**src/rtl/fadd_ctrl.sv**
```systemverilog
// Issue/collect sequencer in front of the multi-cycle FP32 adder: one operation in flight.
// Optional sticky exception flags are built when FADD_CTRL_FFLAGS_EN is defined.
module fadd_ctrl #(
    parameter int unsigned LAT = 3,
    parameter int unsigned CW  = 4
) (
    input  logic        clk,
    input  logic        reset,
    input  logic        in_valid,
    output logic        in_ready,
    input  logic [31:0] in_x,
    input  logic [31:0] in_y,
    output logic        out_valid,
    input  logic        out_ready,
    output logic [31:0] out_rslt,
    output logic [4:0]  out_flag,
    output logic        fa_req,
    output logic [31:0] fa_x,
    output logic [31:0] fa_y,
    input  logic [31:0] fa_rslt,
`ifdef FADD_CTRL_FFLAGS_EN
    output logic [4:0]  fflags,
    input  logic        fflags_clr,
`endif
    input  logic [4:0]  fa_flag
);

    localparam int unsigned DW = 32;
    localparam int unsigned FW = 5;

    typedef enum logic [1:0] {
        IDLE  = 2'd0,
        ISSUE = 2'd1,
        WAIT  = 2'd2,
        DONE  = 2'd3
    } state_t;

    state_t          state_q, state_d;
    logic [CW-1:0]   cnt_q, cnt_d;
    logic [DW-1:0]   xr_q, xr_d;
    logic [DW-1:0]   yr_q, yr_d;
    logic [DW-1:0]   rslt_q, rslt_d;
    logic [FW-1:0]   flag_q, flag_d;
    logic            fa_req_q, fa_req_d;
    logic            in_ready_q, in_ready_d;
    logic            out_valid_q, out_valid_d;
`ifdef FADD_CTRL_FFLAGS_EN
    logic [FW-1:0]   fflags_q, fflags_d;
`endif

    // Next-state and registered-output logic
    always_comb begin
        state_d  = state_q;
        cnt_d    = cnt_q;
        xr_d     = xr_q;
        yr_d     = yr_q;
        rslt_d   = rslt_q;
        flag_d   = flag_q;

        unique case (state_q)
            IDLE: begin
                if (in_valid) begin
                    xr_d    = in_x;
                    yr_d    = in_y;
                    state_d = ISSUE;
                end
            end
            ISSUE: begin
                cnt_d   = CW'(LAT - 1);
                state_d = WAIT;
            end
            WAIT: begin
                if (cnt_q != '0) begin
                    cnt_d = cnt_q - CW'(1);
                end else begin
                    rslt_d  = fa_rslt;
                    flag_d  = fa_flag;
                    state_d = DONE;
                end
            end
            DONE: begin
                if (out_ready) begin
                    state_d = IDLE;
                end
            end
            default: state_d = IDLE;
        endcase

        // Handshake/strobe outputs are registered copies of the next state
        fa_req_d    = (state_d == ISSUE);
        in_ready_d  = (state_d == IDLE);
        out_valid_d = (state_d == DONE);
    end

`ifdef FADD_CTRL_FFLAGS_EN
    // Clear first, then accumulate flags of a result taken in the same cycle
    always_comb begin
        fflags_d = fflags_q;
        if (fflags_clr) begin
            fflags_d = '0;
        end
        if (out_valid_q && out_ready) begin
            fflags_d = fflags_d | flag_q;
        end
    end
`endif

    always_ff @(posedge clk or negedge reset) begin
        if (!reset) begin
            state_q     <= IDLE;
            cnt_q       <= '0;
            xr_q        <= '0;
            yr_q        <= '0;
            rslt_q      <= '0;
            flag_q      <= '0;
            fa_req_q    <= 1'b0;
            in_ready_q  <= 1'b1;
            out_valid_q <= 1'b0;
        end else begin
            state_q     <= state_d;
            cnt_q       <= cnt_d;
            xr_q        <= xr_d;
            yr_q        <= yr_d;
            rslt_q      <= rslt_d;
            flag_q      <= flag_d;
            fa_req_q    <= fa_req_d;
            in_ready_q  <= in_ready_d;
            out_valid_q <= out_valid_d;
        end
    end

`ifdef FADD_CTRL_FFLAGS_EN
    always_ff @(posedge clk or negedge reset) begin
        if (!reset) begin
            fflags_q <= '0;
        end else begin
            fflags_q <= fflags_d;
        end
    end

    assign fflags = fflags_q;
`endif

    // The adder re-reads its operands late, so they come straight from the held registers
    assign fa_x      = xr_q;
    assign fa_y      = yr_q;
    assign fa_req    = fa_req_q;
    assign in_ready  = in_ready_q;
    assign out_valid = out_valid_q;
    assign out_rslt  = rslt_q;
    assign out_flag  = flag_q;

endmodule
```
**config.mk**
```make
export PLATFORM = sky130hd
export DESIGN_NAME = fadd_ctrl
export DESIGN_NICKNAME = d
export VERILOG_FILES = /design/src/rtl/fadd_ctrl.sv
export SDC_FILE = /design/constraint.sdc
export NUM_CORES = 1
export LEC_CHECK = 0
export CAP_MARGIN = 10
export CORE_ASPECT_RATIO = 0.75
export CORE_MARGIN = 1
export CORE_UTILIZATION = 44
export DETAILED_ROUTE_END_ITERATION = 7
export PLACE_DENSITY = 0.86
export SLEW_MARGIN = 20
export SYNTH_ARGS = -nofsm -noshare
export SYNTH_HDL_FRONTEND = slang
export SYNTH_SLANG_ARGS = --single-unit
```
**constraint.sdc**
```tcl
create_clock -name clk -period 2.3 [get_ports clk]
set_input_delay 0.23 -clock clk [delete_from_list [all_inputs] [get_ports clk]]
set_output_delay 0.23 -clock clk [all_outputs]
set_load 0.03 [all_outputs]
```
=== After elaboration in Yosys (flattened, before gate mapping) ===
Index checks and enable logic that the tools add are counted.

* Register bits: 110
* Bits of input ports: 105
* Word-level logic and storage cells: 30

* Bitwise logic cells: 1
* Multiplexer cells: 6
* Reductions and logical operators: 7
* Add/sub/neg operators: 1
* Equal/unequal tests: 6

{| class="wikitable"
|+ Operators by type and width
! kind !! number
|-
| $pmux W2 S4 || 1
|-
| $pmux W4 S2 || 1
|-
| $eq A2 B2 Y1 const B || 3
|-
| $mux W2 || 3
|-
| $reduce_and A2 Y1 || 3
|-
| $eq A2 B1 Y1 const B || 2
|-
| $logic_not A2 Y1 || 2
|-
| $mux W4 || 1
|-
| $reduce_bool A4 Y1 || 1
|-
| $sub A4 B1 Y4 const B || 1
|-
| $ne A2 B2 Y1 const B || 1
|-
| $reduce_bool A2 Y1 || 1
|-
| $not A1 Y1 || 1
|}

=== Depth between registers and ports, before layout ===
Gate-level depths: netlist of the first run.

* Word-level depth: 4
* Depth in mapped cells: 7

=== Worst setup path after synthesis of the first run ===
No wires, ideal clock.

* Path type: flip-flop to flip-flop
* From: reg cnt_q[0]
* To: reg rslt_q[12] (netlist: out_rslt[12])
* Clock period less this slack: 1581 ps
* Setup slack: 719 ps
* Arrival time: 1456 ps
* Cell stages (with the launch flop): 8
* Cell sequence: dfrtp_1 -> inv_1 -> ha_1 -> nor3b_2 -> nand2_1 -> buf_6 -> buf_6 -> mux2_4

* Cells in the longest elaborated chain, start to end: 3

{| class="wikitable"
|+ RTL lines
! what !! RTL line !! RTL
|-
| from (decl) || 39 || <nowiki>logic [CW-1:0] cnt_q, cnt_d;</nowiki>
|-
| from (signal assigned) || 121 || <nowiki>cnt_q <= cnt_d;</nowiki>
|-
| $reduce_bool A4 Y1 || 73 || <nowiki>if (cnt_q != '0) begin</nowiki>
|-
| $not A1 Y1 (no source line) || - ||
|-
| $reduce_and A2 Y1 (no source line) || - ||
|-
| to (signal assigned) || 124 || <nowiki>rslt_q <= rslt_d;</nowiki>
|-
| to (decl) || 42 || <nowiki>logic [DW-1:0] rslt_q, rslt_d;</nowiki>
|}

Every way passes these cells.
A chain may end at the register's enable or synchronous reset.

=== Worst setup path after layout of the first run ===
* From: reg cnt_q[0]
* To: reg rslt_q[8] (netlist: out_rslt[8])

The elaborated chain is that of the path after synthesis.

==> results of run 1 <==
==> registers in the layout (all words and copies together), names as in the netlist <==
| register | cells |
|---|---|
| out_rslt | 32 |
| cnt_q | 4 |
| state_q | 2 |
| fa_req | 1 |
| in_ready | 1 |
| fa_y | 32 |
| out_valid | 1 |
| fa_x | 32 |
| out_flag | 5 |
==> path summary, 6_finish.rpt <==
check,cells after the start,slack (ps),end
setup / recovery,6,520,out_rslt[8]
hold / removal,2,450,out_rslt[31]
setup reg to reg,6,520,out_rslt[8]
hold reg to reg,1,510,out_rslt[1]
max in group asynchronous,3,1180,fa_y[10]
min in group clk,2,500,out_rslt[31]
==> metrics by stage <==
step	hold WS (ps)	utilization	setup slack [ps]	area [sq um]
global placement	274	0.678	587	6550
detailed placement	284	0.678	523	6550
finish	451	0.707	515	6830
CTS	455	0.707	503	6830
global route	484	0.707	442	6830
floorplan	-65.6	-	719	4380
==> worst max-delay path, delay by kind of cell (launching register included) <==
kind | cells | cell delay [ps]
adders and majority gates | 1 | 210
and+or+nand+nor | 2 | 240
buffers and inverters | 2 | 440
muxes | 1 | 390
DFF | 1 | 390
==> cell families after synthesis <==
kind of cell             count (synthesis)
multiplexers                           102
flip-flops                             110
AO/OA/AOI/OAI                            8
adder cells (fa/ha/maj)                  2
buffers and inverters                   17
AND/OR/NAND/NOR                         21
==> layout by cell type (no fill, tap or decap), drive strengths merged <==
| master | count |
|---|---|
| nand2 | 6 |
| clkbuf | 9 |
| nand4b | 1 |
| nor2 | 2 |
| dlygate4sd3 | 1 |
| o211ai | 3 |
| clkinv | 2 |
| nor3 | 1 |
| nor3b | 1 |
| ha | 2 |
| o22ai | 1 |
| nor2b | 2 |
| mux2i | 1 |
| mux2 | 101 |
| buf | 6 |
| a31oi | 1 |
| clkdlybuf4s50 | 207 |
| nor4 | 2 |
| nand3 | 2 |
| inv | 5 |
| o21ai | 1 |
| and2 | 1 |
| dfrtp | 109 |
| a32oi | 1 |
| or3b | 1 |
| dfstp | 1 |
| clkinvlp | 3 |
| o21a | 1 |
| or2 | 1 |
| and3 | 1 |
==> power groups by stage <==
stage / sequential, mW / clock, mW / combinational (mW)
6_report: 3.49 / 1.41 / 5.85
5_1_grt: 3.62 / 1.54 / 6.14
3_3_place_gp: 3.47 / 0 / 5.77
3_5_place_dp: 3.53 / 0 / 5.89
2_1_floorplan: 5.30 / 0 / 1.70
4_1_cts: 3.50 / 1.46 / 5.91
==> per-layer routing <==
metal	up-vias	share of wire	routed length (um)
met4	0	0.014	137
met3	12	0.068	671
met1	1412	0.42	4130
met2	113	0.50	4880
li1	1334	-	-
met5	-	0	0
==> cell type report <==
| class | instances | area, sq um |
|---|---|---|
| Fill cell | 637 | 2830 |
| Sequential cell | 110 | 2750 |
| Timing Repair Buffer | 214 | 2150 |
| Multi-Input combinational cell | 133 | 1470 |
| Clock buffer | 9 | 225 |
| Tap cell | 132 | 165 |
| Clock inverter | 6 | 48.8 |
| Inverter | 4 | 15.0 |
==> flow_summary.ini, run 1 <==
[critical_path]
r2r_start = cnt_q[0]
cp-start-kind = flop
worst_ep_required_time_ps = 2530
startpoint = cnt_q[0]
critPathSlowestCell = dfrtp_1
cp_cell_sequence = inv_1, ha_1, nor3b_2, nand2_2, buf_4, mux2_2
setup.worst_path.class = flop to flop
cp-end-kind = flop
cp_data_arrival_time_ps = 2010
worst-path-max-fanout = 24
cpPeakStageDelay_ps = 390

[yosys]
netlist_instances = 260
synth-edff-count = 0
synth-adder-area-share = 0.00571
synth_most_common_cell = dfrtp_1
syn_avg_cell_area_sq_um = 16.8
ys_ff_latch = 110
synth-async-reset-ratio = 1.00
seq_area_frac_synth = 0.629
synth.top_cells.by_count = dfrtp_1, mux2_2, mux2_4, buf_6, nand2_1
ys_types = 33
synth_ff_type = dfrtp_1
synth_compound_area_frac = 0.0129
synth_top_family_by_area = multiplexers
synth_xor_area_frac = 0
synth_top_cells_by_area = dfrtp_1, mux2_2, mux2_4
yosys_warnings = 0
yosys.area.top_type = dfrtp_1
synth_nets = 367
synth_mux_area_frac = 0.286
synth_top_area_share = 0.623
syn_area_sq_um = 4380
synth-simple-area-share = 0.0311

[finish]
layout-drive-gt1-share = 0.275
area_growth_pct = 56.0
fin_cells = 608
fin_nets = 579
diodes = 0

[drt]
drt_iter0_markers = 94
totalWireLength_um = 9820
detail_route.first_pass.iterations = 4
vias_per_cell = 4.72
drc_errors = 0
antenna_left = 0
post_drt_wl_per_cell_um = 16.1
vias = 2871

[power_and_ir_drop]
p_seq_frac = 0.325
swShare = 0.392
total_power_mw = 10.8
p_sw_mw = 4.21
p_leak_nw = 2.90
power_density_nw_per_um2 = 1570
power_frac_comb = 0.544
p_clk_frac = 0.131
peakVddDrop_mv = 0.815
intPower_mw = 6.54

[clock_tree]
cts_buffers = 9
htreeDepth = 3
clk_pin_slew_ps = 70
cts.sinks = 110
hold_buffers = 1
postCtsSetupRepairBufs = 0
clockBufferDepth = 2
cts-root-buf = clkbuf_16
cts_tree = done
cts_resized = 0
clk_latency_ps = 340

[global_routing]
grt_pass1_wl_um = 14600
use_met3 = 0.0589
antenna_found_initial = 0
met1_usage = 0.224
grt_max_degree = 66
gr-usage-all-layers = 0.187
grt_use_met2 = 0.328
overflow = 0
top_usage_layer = met2
first_global_vias = 2844

[die]
boundaryPins = 209
die_w_um = 117
placementRows = 31
dieHeight_um = 88.4
die_area_sq_um = 10400
core_area_sq_um = 9660
initial_core_util = 0.453

[timing]
rsz0062_at_grt = no
worst_slew_pin_slew_ps = 607
timing.final.crit_share = 0.776
hold_viol_final = 0
drv_slew = 0
finalCriticalPeriod_ps = 1780
slew_headroom = 0.595
setup_viol = 0
tns_ps = 0
clock.fmax_mhz = 560
finClkSkew_ps = 5.82

[placed_design]
placed_cells = 592
io_buffers = 208
dp_hpwl_um = 7370
gp_congestion = 0.777

[run_status]
status = completed

[min_path]
min_path_type = input pin to asynchronous set/reset pin

[flow_run]
drv_cap = 0
Note: power is estimated with default switching activity, not from simulation.
==> run 2: changes to the inputs <==
--- a/config.mk
+++ b/config.mk
@@ -8,9 +8,9 @@
 export CAP_MARGIN = 10
 export CORE_ASPECT_RATIO = 0.75
 export CORE_MARGIN = 1
-export CORE_UTILIZATION = 44
+export CORE_UTILIZATION = 41
 export DETAILED_ROUTE_END_ITERATION = 7
-export PLACE_DENSITY = 0.86
+export PLACE_DENSITY = 0.8
 export SLEW_MARGIN = 20
 export SYNTH_ARGS = -nofsm -noshare
 export SYNTH_HDL_FRONTEND = slang
==> constraint.sdc (replaced) <==
create_clock -name clk -period 1.75 [get_ports clk]
set_input_delay 0.175 -clock clk [delete_from_list [all_inputs] [get_ports clk]]
set_output_delay 0.175 -clock clk [all_outputs]
set_load 0.03 [all_outputs]
==> run 2 against run 1 <==
Compared with the run above:
- wire length rose by 8.5%
- register-to-register slack got worse by 450 ps
- sequential cell count did not move
- non-clock buffer count rose by 4
- final cell count rose by 1.3%
- cell area rose by 1.7%
- highest routed layer unchanged
==> flow_summary.ini, run 2 (same netlist as run 1, synthesis figures left out) <==
[timing]
hold_viol_final = 0
setup_viol = 0
worst_slew_pin_slew_ps = 499
finalCriticalPeriod_ps = 1700
setup_ws_ps = 53.8
slew_headroom = 0.667
timing.final.crit_share = 0.969
whs_ps = 240
drv_slew = 0
clock.fmax_mhz = 590
tns_ps = 0
finClkSkew_ps = 8.16

[global_routing]
overflow = 0
grt_pass1_wl_um = 16400
gr-usage-all-layers = 0.194
antenna_found_initial = 0
first_global_vias = 3145
grt_max_degree = 95

[finish]
fin_nets = 583
area_growth_pct = 58.6
diodes = 0
final_cell_mix = clkdlybuf4s50_1, dfrtp_1, mux2_2
layout-drive-gt1-share = 0.283
fin_util = 0.672
final_common_cell = clkdlybuf4s50_1

[critical_path]
cp-end-kind = output port
cp_cell_sequence = clkdlybuf4s50_1
critPathSlowestCell = clkdlybuf4s50_1
worst_ep_required_time_ps = 1570
cp-start-kind = flop
critPathTopFamily = buffers and inverters
worst-path-max-fanout = 1
cp_data_arrival_time_ps = 1520
cpPeakStageDelay_ps = 670
crit_buf_inv = 1
setup.worst_path.class = flop to output port

[clock_tree]
cts-root-buf = clkbuf_16
htreeDepth = 3
postCtsSetupRepairBufs = 0
cts.sinks = 110
cts_tree = done
cts_buffers = 9
clk_pin_slew_ps = 70
clockBufferDepth = 2
clk_latency_ps = 340

[placed_design]
io_buffers = 208
pre_cts_ws_ps = 81.4
dp_hpwl_um = 7820
gp_congestion = 0.778

[die]
boundaryPins = 209
dieHeight_um = 91.5
core_area_sq_um = 10300
initial_core_util = 0.424
die_area_sq_um = 11100
die_w_um = 121
placementRows = 32

[drt]
vias = 2934
detail_route.first_pass.iterations = 4
drc_errors = 0
antenna_left = 0
post_drt_wl_per_cell_um = 17.3
vias_per_cell = 4.76
drt_iter0_markers = 111
totalWireLength_um = 10700

[power_and_ir_drop]
peakVddDrop_mv = 1.18
p_leak_nw = 2.96
power_density_nw_per_um2 = 2090
total_power_mw = 14.5

[min_path]
min_path_type = input pin to asynchronous set/reset pin

[flow_run]
drv_cap = 0

[run_status]
status = completed
==> run 2: cell count changes in the layout (fill, tap and decap cells not counted), sizes merged <==
cell	change
buf	+3
bufinv	+1
clkbuf	+1
clkinv	-2
inv	+1
==> run 2: area by class of cell <==
class                      instances  area, sq um
clock buffer                       9          225
clock inverter                     6         70.1
fill                             709         3380
inverter                           4         15.0
multi-input combinational        133         1480
sequential                       110         2750
tap                              136          170
timing repair buffer             218         2230
==> run 2: repair_timing <==
item / in CTS / in global routing
hold buffers: 1 / 0
endpoints found under the setup margin: 0 / 9
resized for setup: 0 / 4
endpoints found under the hold margin: 16 / 0
==> run 2: report_power, final <==
part	leakage (nW)	internal, mW	switching (mW)
logic	1.52	3.89	4.01
registers	1.30	3.85	0.743
clock network	0.135	1.11	0.913
==> run 2: path summary, 6_finish.rpt <==
check | to | depth (start not counted) | slack, ps | from
worst max register to register | out_rslt[12] | 6 | 70 | cnt_q[1]
min in group clk | fa_y[9] | 2 | 440 | in_y[9]
worst min register to register | out_rslt[1] | 1 | 510 | out_rslt[1]
worst max-delay path | in_ready | 1 | 50 | in_ready
max in group asynchronous | in_ready | 3 | 750 | reset
worst min-delay path | out_rslt[2] | 2 | 240 | reset
==> run 2: routing by layer <==
layer	track usage	wire length [um]	vias up	part of all wire
li1	-	-	1347	-
met5	0	0	-	0
met1	0.222	4210	1436	0.40
met2	0.325	5210	137	0.49
met3	0.0848	1100	14	0.10
met4	0.0566	133	0	0.012
==> run 2: stage by stage <==
| step | instance area, sq um | std cells |
|---|---|---|
| after CTS | 6910 | 615 |
| final | 6950 | 616 |
| after floorplan | 4380 | 260 |
| after detailed placement | 6600 | 599 |
| after global routing | 6950 | 616 |
| after global placement | 6600 | 599 |
==> variant (config.mk and constraints of run 2) <==
Add a define of `FADD_CTRL_FFLAGS_EN`.
--- a/src/rtl/fadd_ctrl.sv
+++ b/src/rtl/fadd_ctrl.sv
@@ -2,2 +2,4 @@
 // Optional sticky exception flags are built when FADD_CTRL_FFLAGS_EN is defined.
+`define FADD_CTRL_FFLAGS_EN
+
 module fadd_ctrl #(
Interface: changed (added fflags and fflags_clr); port bits go from 209 to 215. The function was not compared with the original's and may differ.
==> variant against run 2 <==
- the run now ends with DRC left
- final area rose by 11%
- critical path depth increased by 5
- area after synthesis up 7.3%
- routed wire length up 10%
- setup slack got worse by 0.0032 ns
- sequential power up 4.8%
- power is 15% higher
- sequential cell count is 5 higher
- largest cell class unchanged
==> variant: results (changes against run 2) <==
** Timing
- The final hold slack came to 0.317 ns (was 0.240 ns).
- Post-Route Skew :: 0.00903 ns (was 0.00816 ns)

** Worst setup path
- The data arrival time of the critical path is 1.99 ns (was 1.52 ns).
- The maximum net fanout on the critical path was 8 (was 1).
- The worst setup path startpoint is cnt_q[0]$_DFFE_PN0P_ (was in_ready$_DFF_PN1_).
- The destination of the critical timing path is out_rslt[29]$_DFFE_PN0P_ (was in_ready).
- Cell with the largest stage delay on the worst path :: sky130_fd_sc_hd__dfrtp_1 (was sky130_fd_sc_hd__clkdlybuf4s50_1)
- Worst r2r src :: cnt_q[0]$_DFFE_PN0P_ (was cnt_q[1]$_DFFE_PN0P_)

** Placement
- The number of placed cells counting well taps is 635 (was 599).
- The post-DP HPWL was 8310 um (was 7820 um).
- Post-DP Area :: 0.00706 mm^2 (was 0.00660 mm^2)

** Power and ir drop
- The total net switching power came to 6.28 mW (was 5.67 mW).

** Outcome
- Violations in the final reports :: DRC
- Outcome: finished, violations left (was complete, no violations).

** Yosys
- Unique masters post-synth :: 31 (was 33)
- The synthesized netlist net count is 389 (was 367).
- Top post-synthesis cells by area: sky130_fd_sc_hd__dfrtp_1, sky130_fd_sc_hd__mux2_4, sky130_fd_sc_hd__mux2_2 (was sky130_fd_sc_hd__dfrtp_1, sky130_fd_sc_hd__mux2_2, sky130_fd_sc_hd__mux2_4).
- Fraction of the mapped netlist area in adder cells :: 0.532% (was 0.571%)

** Final layout
- The share of post-route cells with drive strength above 1 came to 30.5% (was 28.3%).
- Number of filler instances in the final layout :: 762 (was 709)
- Layout net count :: 626 (was 583)

** Routing
- The number of iterations in the first detailed-routing pass was 7 (was 4).
- Post-detailed-route DRC marker count :: 17 (was 0)

** Global routing
- The first-pass GRT wire length is 17,700 um (was 16,400 um).

** Clocking
- Clock latency of the later-clocked register in the worst-skew pair :: 0.41 ns (was 0.34 ns)
==> variant: cell types whose count changed in the layout (fill, tap and decap cells not counted), sizes merged, moves of 3 or more <==
cell,before,now
inv,6,14
o21ai,1,6
clkbuf,10,20
dfrtp,109,114
clkinvlp,3,6
buf,9,14
nand3,2,6
clkdlybuf4s50,207,211
clkinv,0,3
==> variant: final cells by class <==
class | instances | share of cell area, %
clock inverter | 14 | 1.99
inverter | 11 | 0.549
tap | 140 | 2.26
multi-input combinational | 143 | 21.9
timing repair buffer | 230 | 30.5
clock buffer | 18 | 5.67
sequential | 115 | 37.2
==> variant: layer usage <==
metal | vias up | part of all wire (%) | GRT usage, % | wire length [um]
met1 | 1608 | 40 | 23.5 | 4710
met4 | 0 | 1.5 | 8.33 | 177
li1 | 1470 | - | - | -
met5 | - | 0 | 0 | 0
met2 | 159 | 49 | 31.8 | 5740
met3 | 20 | 9.6 | 8.27 | 1120
